<file path="config.mk">
export PLATFORM = sky130hd
export DESIGN_NAME = bp_lce_req_tx
export DESIGN_NICKNAME = d
export VERILOG_FILES = /design/src/rtl/bp_lce_req_tx.sv
export SDC_FILE = /design/constraint.sdc
export NUM_CORES = 1
export LEC_CHECK = 0
export ABC_CLOCK_PERIOD_IN_PS = 1700
export BUFFER_PORTS_ARGS = -buffer_cell sky130_fd_sc_hd__buf_4
export CAP_MARGIN = 20
export CELL_PAD_IN_SITES_DETAIL_PLACEMENT = 1
export CELL_PAD_IN_SITES_GLOBAL_PLACEMENT = 2
export CORE_MARGIN = 5
export CORE_UTILIZATION = 26
export CTS_CLUSTER_DIAMETER = 100
export DETAILED_ROUTE_END_ITERATION = 10
export PLACE_DENSITY_LB_ADDON = 0.1
export SLEW_MARGIN = 10
export SYNTH_ARGS = -nofsm -noshare
export SYNTH_HDL_FRONTEND = slang
export SYNTH_SLANG_ARGS = --single-unit
</file>
<file path="constraint.sdc">
create_clock -name clk_i -period 1.7 [get_ports clk_i]
set_input_delay 0.34 -clock clk_i [delete_from_list [all_inputs] [get_ports clk_i]]
set_output_delay 0.34 -clock clk_i [all_outputs]
set_load 0.01 [all_outputs]
</file>
<file path="src/rtl/bp_lce_req_tx.sv">
// LCE request transmitter: accepts one cache-miss request at a time, builds a
// BedRock LCE request header, presents it to the network under a credit-based
// flow control scheme, and (for cacheable misses) waits for the fill to finish.
//
// Ports:
//   clk_i, reset_n_i        clock, asynchronous active-low reset
//   lce_id_i                source LCE id written into payload.src_id
//   miss_*                  miss request channel (valid/ready-and handshake)
//   lce_req_header_o/v_o    registered header + valid toward the network
//   lce_req_ready_and_i     network ready
//   credit_return_i         one network credit returned this cycle
//   fill_done_i             cacheable miss completed
//   credits_empty_o/full_o  credit counter status
//   credit_overflow_o       sticky: credit returned while counter was full

package bp_lce_req_tx_pkg;

  typedef enum logic [1:0] {
    e_bp_default_cfg = 2'd0
  } bp_params_e;

  // Widths of the default processor configuration
  localparam int unsigned paddr_width_p     = 40;
  localparam int unsigned lce_id_width_p    = 4;
  localparam int unsigned cce_id_width_p    = 4;
  localparam int unsigned lce_assoc_p       = 8;
  localparam int unsigned lce_assoc_width_p = $clog2(lce_assoc_p);

  typedef enum logic [3:0] {
    e_bedrock_req_rd    = 4'd0,
    e_bedrock_req_wr    = 4'd1,
    e_bedrock_req_uc_rd = 4'd2,
    e_bedrock_req_uc_wr = 4'd3
  } bp_bedrock_req_type_e;

  typedef enum logic [2:0] {
    e_bedrock_msg_size_1   = 3'd0,
    e_bedrock_msg_size_2   = 3'd1,
    e_bedrock_msg_size_4   = 3'd2,
    e_bedrock_msg_size_8   = 3'd3,
    e_bedrock_msg_size_16  = 3'd4,
    e_bedrock_msg_size_32  = 3'd5,
    e_bedrock_msg_size_64  = 3'd6,
    e_bedrock_msg_size_128 = 3'd7
  } bp_bedrock_msg_size_e;

  typedef enum logic {
    e_bedrock_req_excl     = 1'b0,
    e_bedrock_req_non_excl = 1'b1
  } bp_bedrock_req_non_excl_e;

  typedef struct packed {
    logic [cce_id_width_p-1:0]    dst_id;
    logic [lce_id_width_p-1:0]    src_id;
    bp_bedrock_req_non_excl_e     non_exclusive;
    logic [lce_assoc_width_p-1:0] lru_way_id;
  } bp_bedrock_lce_req_payload_s;

  typedef struct packed {
    bp_bedrock_req_type_e         msg_type;
    logic [paddr_width_p-1:0]     addr;
    bp_bedrock_msg_size_e         size;
    bp_bedrock_lce_req_payload_s  payload;
  } bp_bedrock_lce_req_msg_header_s;

  localparam int unsigned lce_req_msg_header_width_lp = $bits(bp_bedrock_lce_req_msg_header_s);

endpackage

module bp_lce_req_tx
  import bp_lce_req_tx_pkg::*;
#(
  parameter bp_params_e  bp_params_p = e_bp_default_cfg,
  parameter int unsigned credits_p   = 8
) (
  input  logic                                   clk_i,
  input  logic                                   reset_n_i,
  input  logic [lce_id_width_p-1:0]              lce_id_i,

  input  logic                                   miss_v_i,
  output logic                                   miss_ready_and_o,
  input  logic [1:0]                             miss_type_i,
  input  logic [paddr_width_p-1:0]               miss_addr_i,
  input  bp_bedrock_msg_size_e                   miss_size_i,
  input  logic [lce_assoc_width_p-1:0]           miss_lru_way_i,
  input  logic                                   miss_non_excl_i,
  input  logic [cce_id_width_p-1:0]              miss_dst_id_i,

  output logic [lce_req_msg_header_width_lp-1:0] lce_req_header_o,
  output logic                                   lce_req_v_o,
  input  logic                                   lce_req_ready_and_i,

  input  logic                                   credit_return_i,
  input  logic                                   fill_done_i,
  output logic                                   credits_empty_o,
  output logic                                   credits_full_o,
  output logic                                   credit_overflow_o
);

  localparam int unsigned credit_width_lp = $clog2(credits_p + 1);
  localparam logic [credit_width_lp-1:0] credits_max_lp = credit_width_lp'(credits_p);

  // Only the default configuration's widths are modelled in the package
  if (bp_params_p != e_bp_default_cfg) begin : g_cfg_check
    $error("bp_lce_req_tx: unsupported bp_params_p");
  end

  typedef enum logic [1:0] {
    e_ready     = 2'd0,
    e_send      = 2'd1,
    e_wait_fill = 2'd2
  } state_e;

  state_e                         state_r, state_n;
  bp_bedrock_lce_req_msg_header_s hdr_r, hdr_n;
  logic [credit_width_lp-1:0]     credit_cnt_r, credit_cnt_n;
  logic                           overflow_r, overflow_n;
  logic                           send_hs;

  // State, header, credit counter and registered status outputs
  always_ff @(posedge clk_i or negedge reset_n_i) begin
    if (!reset_n_i) begin
      state_r          <= e_ready;
      hdr_r            <= '0;
      credit_cnt_r     <= credits_max_lp;
      overflow_r       <= 1'b0;
      lce_req_v_o      <= 1'b0;
      miss_ready_and_o <= 1'b0;
      credits_full_o   <= 1'b1;
      credits_empty_o  <= 1'b0;
    end else begin
      state_r          <= state_n;
      hdr_r            <= hdr_n;
      credit_cnt_r     <= credit_cnt_n;
      overflow_r       <= overflow_n;
      lce_req_v_o      <= (state_n == e_send);
      // Ready is the registered form of "idle with a credit available"
      miss_ready_and_o <= (state_n == e_ready) && (credit_cnt_n != '0);
      credits_full_o   <= (credit_cnt_n == credits_max_lp);
      credits_empty_o  <= (credit_cnt_n == '0);
    end
  end

  // Next-state, header capture and credit accounting
  always_comb begin
    state_n      = state_r;
    hdr_n        = hdr_r;
    credit_cnt_n = credit_cnt_r;
    overflow_n   = overflow_r;
    send_hs      = 1'b0;

    unique case (state_r)
      e_ready: begin
        if (miss_v_i && miss_ready_and_o) begin
          hdr_n.msg_type           = bp_bedrock_req_type_e'(4'(miss_type_i));
          hdr_n.addr               = miss_addr_i;
          hdr_n.size               = miss_size_i;
          hdr_n.payload.dst_id     = miss_dst_id_i;
          hdr_n.payload.src_id     = lce_id_i;
          hdr_n.payload.lru_way_id = miss_lru_way_i;
          // Non-exclusive only makes sense for cacheable reads
          hdr_n.payload.non_exclusive = (miss_non_excl_i && (miss_type_i == 2'd0))
                                        ? e_bedrock_req_non_excl : e_bedrock_req_excl;
          state_n = e_send;
        end
      end
      e_send: begin
        if (lce_req_ready_and_i) begin
          send_hs = 1'b1;
          state_n = ((hdr_r.msg_type == e_bedrock_req_rd) || (hdr_r.msg_type == e_bedrock_req_wr))
                    ? e_wait_fill : e_ready;
        end
      end
      e_wait_fill: begin
        if (fill_done_i) begin
          state_n = e_ready;
        end
      end
      default: state_n = e_ready;
    endcase

    // A send and a return in the same cycle cancel out
    if (send_hs && !credit_return_i) begin
      credit_cnt_n = credit_cnt_r - credit_width_lp'(1);
    end else if (!send_hs && credit_return_i) begin
      if (credit_cnt_r == credits_max_lp) begin
        overflow_n = 1'b1;
      end else begin
        credit_cnt_n = credit_cnt_r + credit_width_lp'(1);
      end
    end
  end

  assign lce_req_header_o  = hdr_r;
  assign credit_overflow_o = overflow_r;

endmodule

</file>
# [Word-level counts from Yosys, hierarchy flattened]
# Index checks and enable logic that the tools add are counted.
# Widths: inputs -> output; s select.
[op_classes] n_eq_ne=6 bitwise=1 n_mux=11 reduce_logical=16 n_addsub=2
[ops] operator="$mux 4" count=3
[ops] operator="$eq 4x4->1 const B" count=2
[ops] operator="$logic_not 4->1" count=2
[ops] operator="$mux 2" count=4
[ops] operator="$eq 2x1->1 const B" count=3
[ops] operator="$logic_not 2->1" count=3
[ops] operator="$pmux 2 s3" count=1
[ops] operator="$logic_and 1x1->1" count=5
[ops] operator="$add 4x1->4 const B" count=1
[ops] operator="$reduce_bool 4->1" count=1
[ops] operator="$sub 4x1->4 const B" count=1
[ops] operator="$mux 1" count=3
[ops] operator="$reduce_and 3->1" count=1
[ops] operator="$eq 2x2->1 const B" count=1
[ops] operator="$logic_not 1->1" count=2
[ops] operator="$reduce_and 2->1" count=1
[ops] operator="$logic_or 1x1->1" count=1
[ops] operator="$not 1->1" count=1
[word_totals] in_bits=63 regBits=68

# [Logic depth before layout (Yosys ltp)]
# Gate-level depths: netlist of run 1.
[depth] ltp_word=8 ltp_mapped=7 mapped_depth_nobuf=7

# [Least setup slack after synthesis of run 1]
# Ideal clock, no wire load.
[synth_timing] path_type="flip-flop to flip-flop" startpoint="register credit_cnt_r[0]" endpoint="register miss_ready_and_o" arrival_ps=1524 synth_period_minus_slack_ps=1648 setup_slack_ps=52 stages_incl_launch_ff=7 setup_time_ps=124 cell_sequence="dfrtp_1 inv_1 ha_1 nor3_1 o21ai_0 a31o_1 o31a_1"
[synth_via] elab_chain_len=6
[synth_rtl] element="from (decl)" line="116" source="logic [credit_width_lp-1:0] credit_cnt_r, credit_cnt_n;"
[synth_rtl] element="from (signal assigned)" line="125" source="credit_cnt_r <= credits_max_lp;"
[synth_rtl] element="from (signal assigned)" line="134" source="credit_cnt_r <= credit_cnt_n;"
[synth_rtl] element="$add 4x1->4 or $eq 4x4->1 (tied branches)" line="189, 186"
[synth_rtl] element="$mux 4" line="186" source="if (credit_cnt_r == credits_max_lp) begin"
[synth_rtl] element="$mux 4" line="185" source="end else if (!send_hs && credit_return_i) begin"
[synth_rtl] element="$mux 4 (*)" line="183" source="if (send_hs && !credit_return_i) begin"
[synth_rtl] element="$reduce_bool 4->1 (*)" line="138" source="miss_ready_and_o <= (state_n == e_ready) && (credit_cnt_n != '0);"
[synth_rtl] element="$logic_and 1x1->1 (*)" line="138"
[synth_rtl] element="to (signal assigned)" line="138"
[synth_rtl] element="to (decl)" line="81" source="output logic miss_ready_and_o,"
# Mark *: on every way between the ends. The rest lies on a longest branch, timed or not.
# A chain may end at the register's enable or synchronous reset.

# [Worst setup path in the final report of run 1]
[layout_timing] startpoint="register state_r[0]" endpoint="register miss_ready_and_o"
[layout_via] elab_chain_len=8
[layout_rtl] element="from (decl)" line="114" source="state_e state_r, state_n;"
[layout_rtl] element="from (signal assigned)" line="123" source="state_r <= e_ready;"
[layout_rtl] element="from (signal assigned)" line="132" source="state_r <= state_n;"
[layout_rtl] element="$eq 2x1->1" line="152" source="unique case (state_r)"
[layout_rtl] element="$mux 1" line="152"
[layout_rtl] element="$logic_not 1->1" line="185"
[layout_rtl] element="$logic_and 1x1->1" line="185"
[layout_rtl] element="$mux 4" line="185"
[layout_rtl] element="$mux 4" line="183"
[layout_rtl] element="$reduce_bool 4->1" line="138"
[layout_rtl] element="$logic_and 1x1->1 (*)" line="138"
# Marks and branches as above.

==> impl_results.md, run 1 <==
* Status: completed
* DRC viols at 0
* Kind of critical path: flop to flop
* Comb pwr share at 46.4%
* Switch share at 32.2%
* Final Hold Fails at 0
* Ant diodes at 0
* Crit path from: state_r[0]$_DFF_PN0_
* Critical path arrival at 1.86 ns
* Hpwl dp at 5.57 mm
* Htree depth at 3
* Max Clock Skew at 0.00834 ns
* Num CTS Buffers at 9
* Antenna Nets Post-Route at 0
* Worst endpoint required time at 1.91 ns
* CTS tree: done
* Hold Worst Slack at 0.237 ns
* R2R cell count at 5
* Design area at 0.00416 mm2
* Total power draw at 7.92 mW
* Post-DR vias/cell at 4.27
* Clock Path Buffers at 2
* PnR worst setup slack at 0.0490 ns
* Initial antenna violation count at 0
* Initial core utilization at 26.5%
* Number of flops mapped to enable cells by yosys at 0
* Worst R2R Start: state_r[0]$_DFF_PN0_
* Sw Pwr at 2.55 mW
* Slew Limit Fails at 0
* Yosys Warn Count at 0
* Achievable Freq at 606 MHz
* Period Utilization, post-route at 97.1%
* Post-layout minimum cycle time at 1.65 ns
* Die X at 112 um
* Clk network pwr share at 17.0%
* Die area at 0.0126 mm2
* Gr ovfl total at 0
* DRT Pass-1 Iters at 4
* Ys async rst share at 100%
* R2r endpoint: miss_ready_and_o$_DFF_PN0_
* Largest net degree at the start of global routing at 44
* CTS Sinks at 68
* DR WL/cell at 15.6 um
* Number of global-route vias before repair at 2424
* Height of the die at 112 um
* I/O pin count at 127
* Placed cell area at 0.00389 mm2
* Final setup vio count at 0
* Clk slew on worst S/H paths at 0.08 ns
* Setup crit end: miss_ready_and_o$_DFF_PN0_
* First-pass GRT wire length at 12.2 mm
* Cell variety after synth at 29
* Sequential share of the synthesized area at 62.9%
* Fin util at 40.7%
* Area growth syn-to-layout at 53.4%
* Vias at 2009
* Main synth FF type: dfrtp_1
* R2R Setup Slk at 0.05 ns
* IO buf count at 124
* Critical path startpoint category: flop
* Nets at 394
* Pre-CTS WS at 0.0116 ns
* CP max FO at 8
* Mapped cell area at 0.00271 mm2
* Leakage at 1.93 nW
* #FFs+latches synth at 68
* Final wirelength at 7.33 mm
* Share of cells above drive strength 1 at 66.5%
* Power density over cell area at 1900 mW/mm2
* Routability cong. at 0.699
* GRT Overall Usage at 12.1%
* Peak VDD IR at 0.596 mV
* DRT iter0 DRCs at 33
* Reg power frac at 36.6%
* Type of the worst min-delay path: primary input to flop
* # rows at 37
* Pint at 5.37 mW
* Clock Tree Root: clkbuf_8
* Max_cap viols at 0
* Core Region at 0.0102 mm2
* Crit end category: flop
* Worst skew pair latency at 0.33 ns
* Synth Instances at 187
* Synthesized area per cell at 14.5 um2
[layout by cell type (no fill, tap or decap), types with 2 or more instances in the layout]
| master | instances |
|---|---|
| buf_12 | 4 |
| buf_4 | 135 |
| clkbuf_8 | 11 |
| clkinv_2 | 2 |
| conb_1 | 2 |
| dfrtp_1 | 66 |
| dfstp_2 | 2 |
| inv_1 | 3 |
| mux2_2 | 56 |
| nand2_1 | 5 |
| nand3_1 | 4 |
| nand3b_1 | 2 |
| nor2_1 | 5 |
| nor3_1 | 5 |
| o21ai_0 | 6 |
| o31a_1 | 2 |
| or2_2 | 2 |
[per-stage QoR]
step,std cells,TNS (ns)
2_1_floorplan,188,0
3_3_place_gp,449,0
3_5_place_dp,449,0
4_1_cts,467,0
5_1_grt,470,-0.00764
6_report,470,0
[cells by family after synthesis]
| family | synth area share (%) |
|---|---|
| mux | 23.3 |
| compound gates | 4.02 |
| flops | 62.9 |
| fa+ha+maj | 0.923 |
| buf+inv | 2.77 |
| other cells | 0.138 |
| simple gates | 5.40 |
| xor+xnor | 0.646 |
[area by class of cell]
type                       instances  area, um2
sequential                        68       1700
clock inverter                     4       47.5
fill                            1106       6070
inverter                           4       15.0
tap                              136        170
multi-input combinational        106        965
clock buffer                      12        155
timing repair buffer             140       1100
[cell usage after synthesis, drive strengths merged, types with 2 or more instances]
master  instances  area, um2
o31a            2       17.5
ha              2       25.0
mux2           56        631
nand3b          2       15.0
o21ai           6       30.0
nand2           6       22.5
nor2            6       22.5
nand3           4       20.0
nor3b           2       15.0
dfstp           2       52.6
or2             2       12.5
inv             4       15.0
nor3            6       30.0
dfrtp          66       1650
buf            10       60.1
[what timing repair did]
| action | CTS | global route |
|---|---|---|
| hold buffers | 1 | 0 |
| hold endpoints to repair | 21 | 0 |
| buffers inserted | 1 | 3 |
| gates resized for setup | 0 | 6 |
| endpoints found under the setup margin | 1 | 1 |
| pin swaps | 0 | 4 |
[critical path, stage by stage, from the launching register on]
cell     delay (ns)
dfrtp_1        0.44
and3b_2        0.30
nor3_1         0.18
o21ai_0        0.09
a31o_1         0.25
o31a_1         0.28
[flip-flops by register name (all words and copies together) (netlist names)]
signal and cells:
lce_req_header_o 57, credit_cnt_r 4, state_r 2, credit_overflow_o 1, credits_empty_o 1, credits_full_o 1, lce_req_v_o 1, miss_ready_and_o 1
[how the worst min path moves through the flow]
stage,startpoint,end,slack [ns],cells after the start
2_1_floorplan,reset_n_i,credit_cnt_r[0]$_DFF_PN0_,0.04,0
5_1_grt,miss_addr_i[30],lce_req_header_o[45]$_DFFE_PN0P_,0.21,2
3_5_place_dp,reset_n_i,lce_req_header_o[45]$_DFFE_PN0P_,0.26,1
3_3_place_gp,reset_n_i,lce_req_header_o[51]$_DFFE_PN0P_,0.26,1
4_1_cts,miss_dst_id_i[2],lce_req_header_o[10]$_DFFE_PN0P_,0.21,2
6_report,miss_addr_i[27],lce_req_header_o[42]$_DFFE_PN0P_,0.24,2
[per-layer routing]
| layer | vias to the layer above | wire [um] | GRT usage [%] | share of wire [%] |
|---|---|---|---|---|
| met5 | - | 0 | 0 | 0 |
| met4 | 0 | 69 | 4.09 | 0.94 |
| met3 | 6 | 698 | 5.88 | 9.5 |
| met2 | 63 | 3680 | 20.1 | 50 |
| met1 | 1006 | 2890 | 13.6 | 39 |
| li1 | 934 | - | - | - |
[power groups by stage]
stage	combinational [mW]	sequential [mW]	clock (mW)
4_1_cts	3.67	2.92	1.43
2_1_floorplan	1.40	3.27	0
6_report	3.67	2.90	1.35
5_1_grt	4.00	3.03	1.51
3_5_place_dp	3.65	2.93	0
3_3_place_gp	3.63	2.90	0
No activity file was read; power rests on OpenSTA's default activity.
==> inputs of run 2 (changes only) <==
--- a/config.mk
+++ b/config.mk
@@ -5,17 +5,17 @@
 export SDC_FILE = /design/constraint.sdc
 export NUM_CORES = 1
 export LEC_CHECK = 0
+export ABC_AREA = 1
 export ABC_CLOCK_PERIOD_IN_PS = 1700
 export BUFFER_PORTS_ARGS = -buffer_cell sky130_fd_sc_hd__buf_4
 export CAP_MARGIN = 20
 export CELL_PAD_IN_SITES_DETAIL_PLACEMENT = 1
 export CELL_PAD_IN_SITES_GLOBAL_PLACEMENT = 2
 export CORE_MARGIN = 5
-export CORE_UTILIZATION = 26
+export CORE_UTILIZATION = 23
 export CTS_CLUSTER_DIAMETER = 100
 export DETAILED_ROUTE_END_ITERATION = 10
 export PLACE_DENSITY_LB_ADDON = 0.1
-export SLEW_MARGIN = 10
 export SYNTH_ARGS = -nofsm -noshare
 export SYNTH_HDL_FRONTEND = slang
 export SYNTH_SLANG_ARGS = --single-unit
==> run 2 against run 1 <==
Net effect:
- first-iteration DRC count rose to 2.8 times the previous value
- sequential share of layout area decreased by 0.61 points
- fmax is 11% higher
- cell count up 27%
- cell area up 1.5%
- worst hold slack got worse by 0.23 ns
- global-route usage is 0.26 points higher
- area after synthesis increased by 3.3%
- critical path depth is 4 higher
- non-clock buffer count down 10
- routed wire length is 18% higher
- via count increased by 23%
- critical endpoint is now credits_empty_o$_DFF_PN0_
- largest cell class unchanged
==> impl_results.md, run 2 <==
* Status: completed
* Cts repair resizes at 0 (unchanged)
* #FFs+latches synth at 68 (unchanged)
* Hpwl dp at 6.22 mm (+12%)
* Post-DR vias/cell at 4.13 (-3.3%)
* Clk slew on worst S/H paths at 0.05 ns (-0.03 ns)
* Commonest cells post-synth: nand2_1 (181), dfrtp_1 (66), buf_2 (9), inv_1 (9), nand3_1 (7)
* DRC viols at 0 (unchanged)
* Synthesized area per cell at 8.81 um2 (-39%)
* Largest cells by area after synthesis: dfrtp_1 (59%), nand2_1 (24%), dfstp_2 (1.9%)
* CP max-delay cell: dfrtp_1
* Post-CTS Setup Bufs at 0 (-1)
* Period Utilization, post-route at 87.7% (-9.4 points)
* Hold buffers post-CTS at 0 (-1)
* Type of the worst min-delay path: primary input to async pin
* Routability cong. at 0.739 (+5.8%)
* Final setup vio count at 0 (unchanged)
* Final wirelength at 8.65 mm (+18%)
* Clock Tree Root: clkbuf_16
* Final Hold Fails at 0 (unchanged)
* Yosys Warn Count at 0 (unchanged)
* DRT iter0 DRCs at 93 (+180%)
* Ant diodes at 0 (unchanged)
* Num CTS Buffers at 9 (unchanged)
* Height of the die at 120 um (+7.4%)
* Synth area leader: dfrtp_1
* Area occupied by multi-input gates at 995 um2 (+3.1%)
* Crit path cell chain: inv_1, ha_1, nand3_1, nand3_1, nand2_1, nand2_1, nand2_1, nand3_2, nor3_2
* Fin util at 35.3% (-5.4 points)
* Number of flops mapped to enable cells by yosys at 0 (unchanged)
* Leakage at 2.31 nW (+19%)
* WL met1 at 3.74 mm (+29%)
* RSZ-0062 raised after global routing: false
* Max incr delay on CP at 0.39 ns (-0.05 ns)
* Largest register FFs at 57 (unchanged)
* Initial antenna violation count at 0 (unchanged)
* CTS tree: done
* Die X at 120 um (+7.4%)
* Number of global-route vias before repair at 2673 (+10%)
* Kind of critical path: flop to flop
* Gr ovfl total at 0 (unchanged)
* DR WL/cell at 14.5 um (-7.3%)
* Setup TNS at 0 ns (unchanged)
* Slew Limit Fails at 0 (unchanged)
* Top Metal Used: met4
* # rows at 40 (+8.1%)
* Critical path arrival at 1.74 ns (-0.12 ns)
* CP max FO at 4 (-4)
* Htree depth at 3 (unchanged)
* IO buf count at 124 (unchanged)
* Power density over cell area at 1910 mW/mm2 (+0.13%)
* I/O pin count at 127 (unchanged)
* Layout fillers at 1406 (+27%)
* Synth Instances at 318 (+70%)
* CP bufs+invs at 1 (+1)
* Nets at 511 (+30%)
* Worst endpoint required time at 1.94 ns (+0.03 ns)
* Mapped cell area at 0.00280 mm2 (+3.3%)
* Post-layout minimum cycle time at 1.49 ns (-0.160 ns)
* Area growth syn-to-layout at 50.7%
* First-pass GRT wire length at 13.9 mm (+14%)
* Main synth FF type: dfrtp_1
* Die area at 0.0145 mm2 (+15%)
* GRT Overall Usage at 12.4% (+0.26 points)
* Most common cell after layout, fill and taps aside: nand2_1
* Core Region at 0.0120 mm2 (+17%)
* Cell variety after synth at 27 (-6.9%)
* Worst path top cell family by delay: simple AND/OR/NAND/NOR gates
* Met2 WL post-DR at 4.08 mm (+11%)
* Crit end category: flop
* Worst skew pair latency at 0.32 ns (about the same)
* Max_cap viols at 0 (unchanged)
* Initial core utilization at 23.4% (-3.1 points)
* Most common cell in the netlist: nand2_1
* Design area at 0.00422 mm2 (+1.5%)
* Ys async rst share at 100% (unchanged)
* Most frequent cells in the layout: nand2_1 (181), buf_4 (128), dfrtp_1 (66), inv_1 (9), clkbuf_16 (9)
* Share of cells above drive strength 1 at 36.4% (-30 points)
* FF+latch area at 0.00170 mm2 (unchanged)
* Hold Worst Slack at 0.0111 ns (-0.226 ns)
* Met3 wire length at 749 um (+7.3%)
* CTS Sinks at 68 (unchanged)
* Critical path startpoint category: flop
* Antenna Nets Post-Route at 0 (unchanged)
* Clock Path Buffers at 2 (unchanged)
* Top cell by count, worst path: nand2_1
* Placed cell area at 0.00393 mm2 (+0.80%)
* Achievable Freq at 671 MHz (+11%)
* Post-synth top area share at 59.0% (-2.0 points)
* Largest net degree at the start of global routing at 69 (+57%)
* Peak VDD IR at 0.654 mV (+9.8%)
* Vias at 2472 (+23%)
* Max Clock Skew at 0.00362 ns (-0.00472 ns)
* DRT Pass-1 Iters at 4 (unchanged)
* Sequential share of the synthesized area at 60.8% (-2.0 points)
[run 2: cells by family after synthesis]
family	after synthesis	share of synthesized area [%]
other	1	0.134
DFF	68	60.8
AOI/OAI and AO/OA	9	1.97
adders and majority gates	2	0.893
buffers and inverters	25	4.02
and+or+nand+nor	213	32.2
[run 2: routing by layer]
layer,vias up,track usage [%]
met5,-,0
met4,0,4.04
met3,5,5.80
met2,84,19.3
met1,1160,15.1
li1,1223,-
[run 2: final timing paths]
check / from / endpoint / slack, ns / cells after the start
max: credit_cnt_r[0]$_DFF_PN0_ / credits_empty_o$_DFF_PN0_ / 0.21 / 9
min: reset_n_i / lce_req_header_o[0]$_DFFE_PN0P_ / 0.01 / 2
max reg2reg: credit_cnt_r[0]$_DFF_PN0_ / credits_empty_o$_DFF_PN0_ / 0.21 / 9
min reg2reg: lce_req_header_o[5]$_DFFE_PN0P_ / lce_req_header_o[5]$_DFFE_PN0P_ / 0.47 / 2
max in group asynchronous: reset_n_i / lce_req_header_o[17]$_DFFE_PN0P_ / 1.36 / 2
min in group clk_i: miss_dst_id_i[3] / lce_req_header_o[11]$_DFFE_PN0P_ / 0.21 / 3
[run 2: cell type report]
cell class / instances / share of cell area (%)
Inverter: 11 / 0.978
Clock buffer: 15 / 6.34
Tap cell: 147 / 4.36
Multi-Input combinational cell: 226 / 23.6
Sequential cell: 68 / 40.4
Timing Repair Buffer: 130 / 23.7
Clock inverter: 1 / 0.711
[run 2: per-stage QoR]
stage | power (mW) | instances | worst slack (ns)
floorplan | 4.52 | 319 | 0.344
CTS | 8.28 | 598 | 0.212
global placement | 6.28 | 582 | 0.275
finish | 8.05 | 598 | 0.209
detailed placement | 6.33 | 582 | 0.230
global route | 8.75 | 598 | 0.0370
[run 2: power breakdown]
part / switching, mW / leakage, nW / internal [mW] / total, mW
clock: 0.658 / 0.144 / 1.22 / 1.88
sequential: 0.457 / 0.842 / 2.39 / 2.85
combinational: 1.82 / 1.32 / 1.51 / 3.33
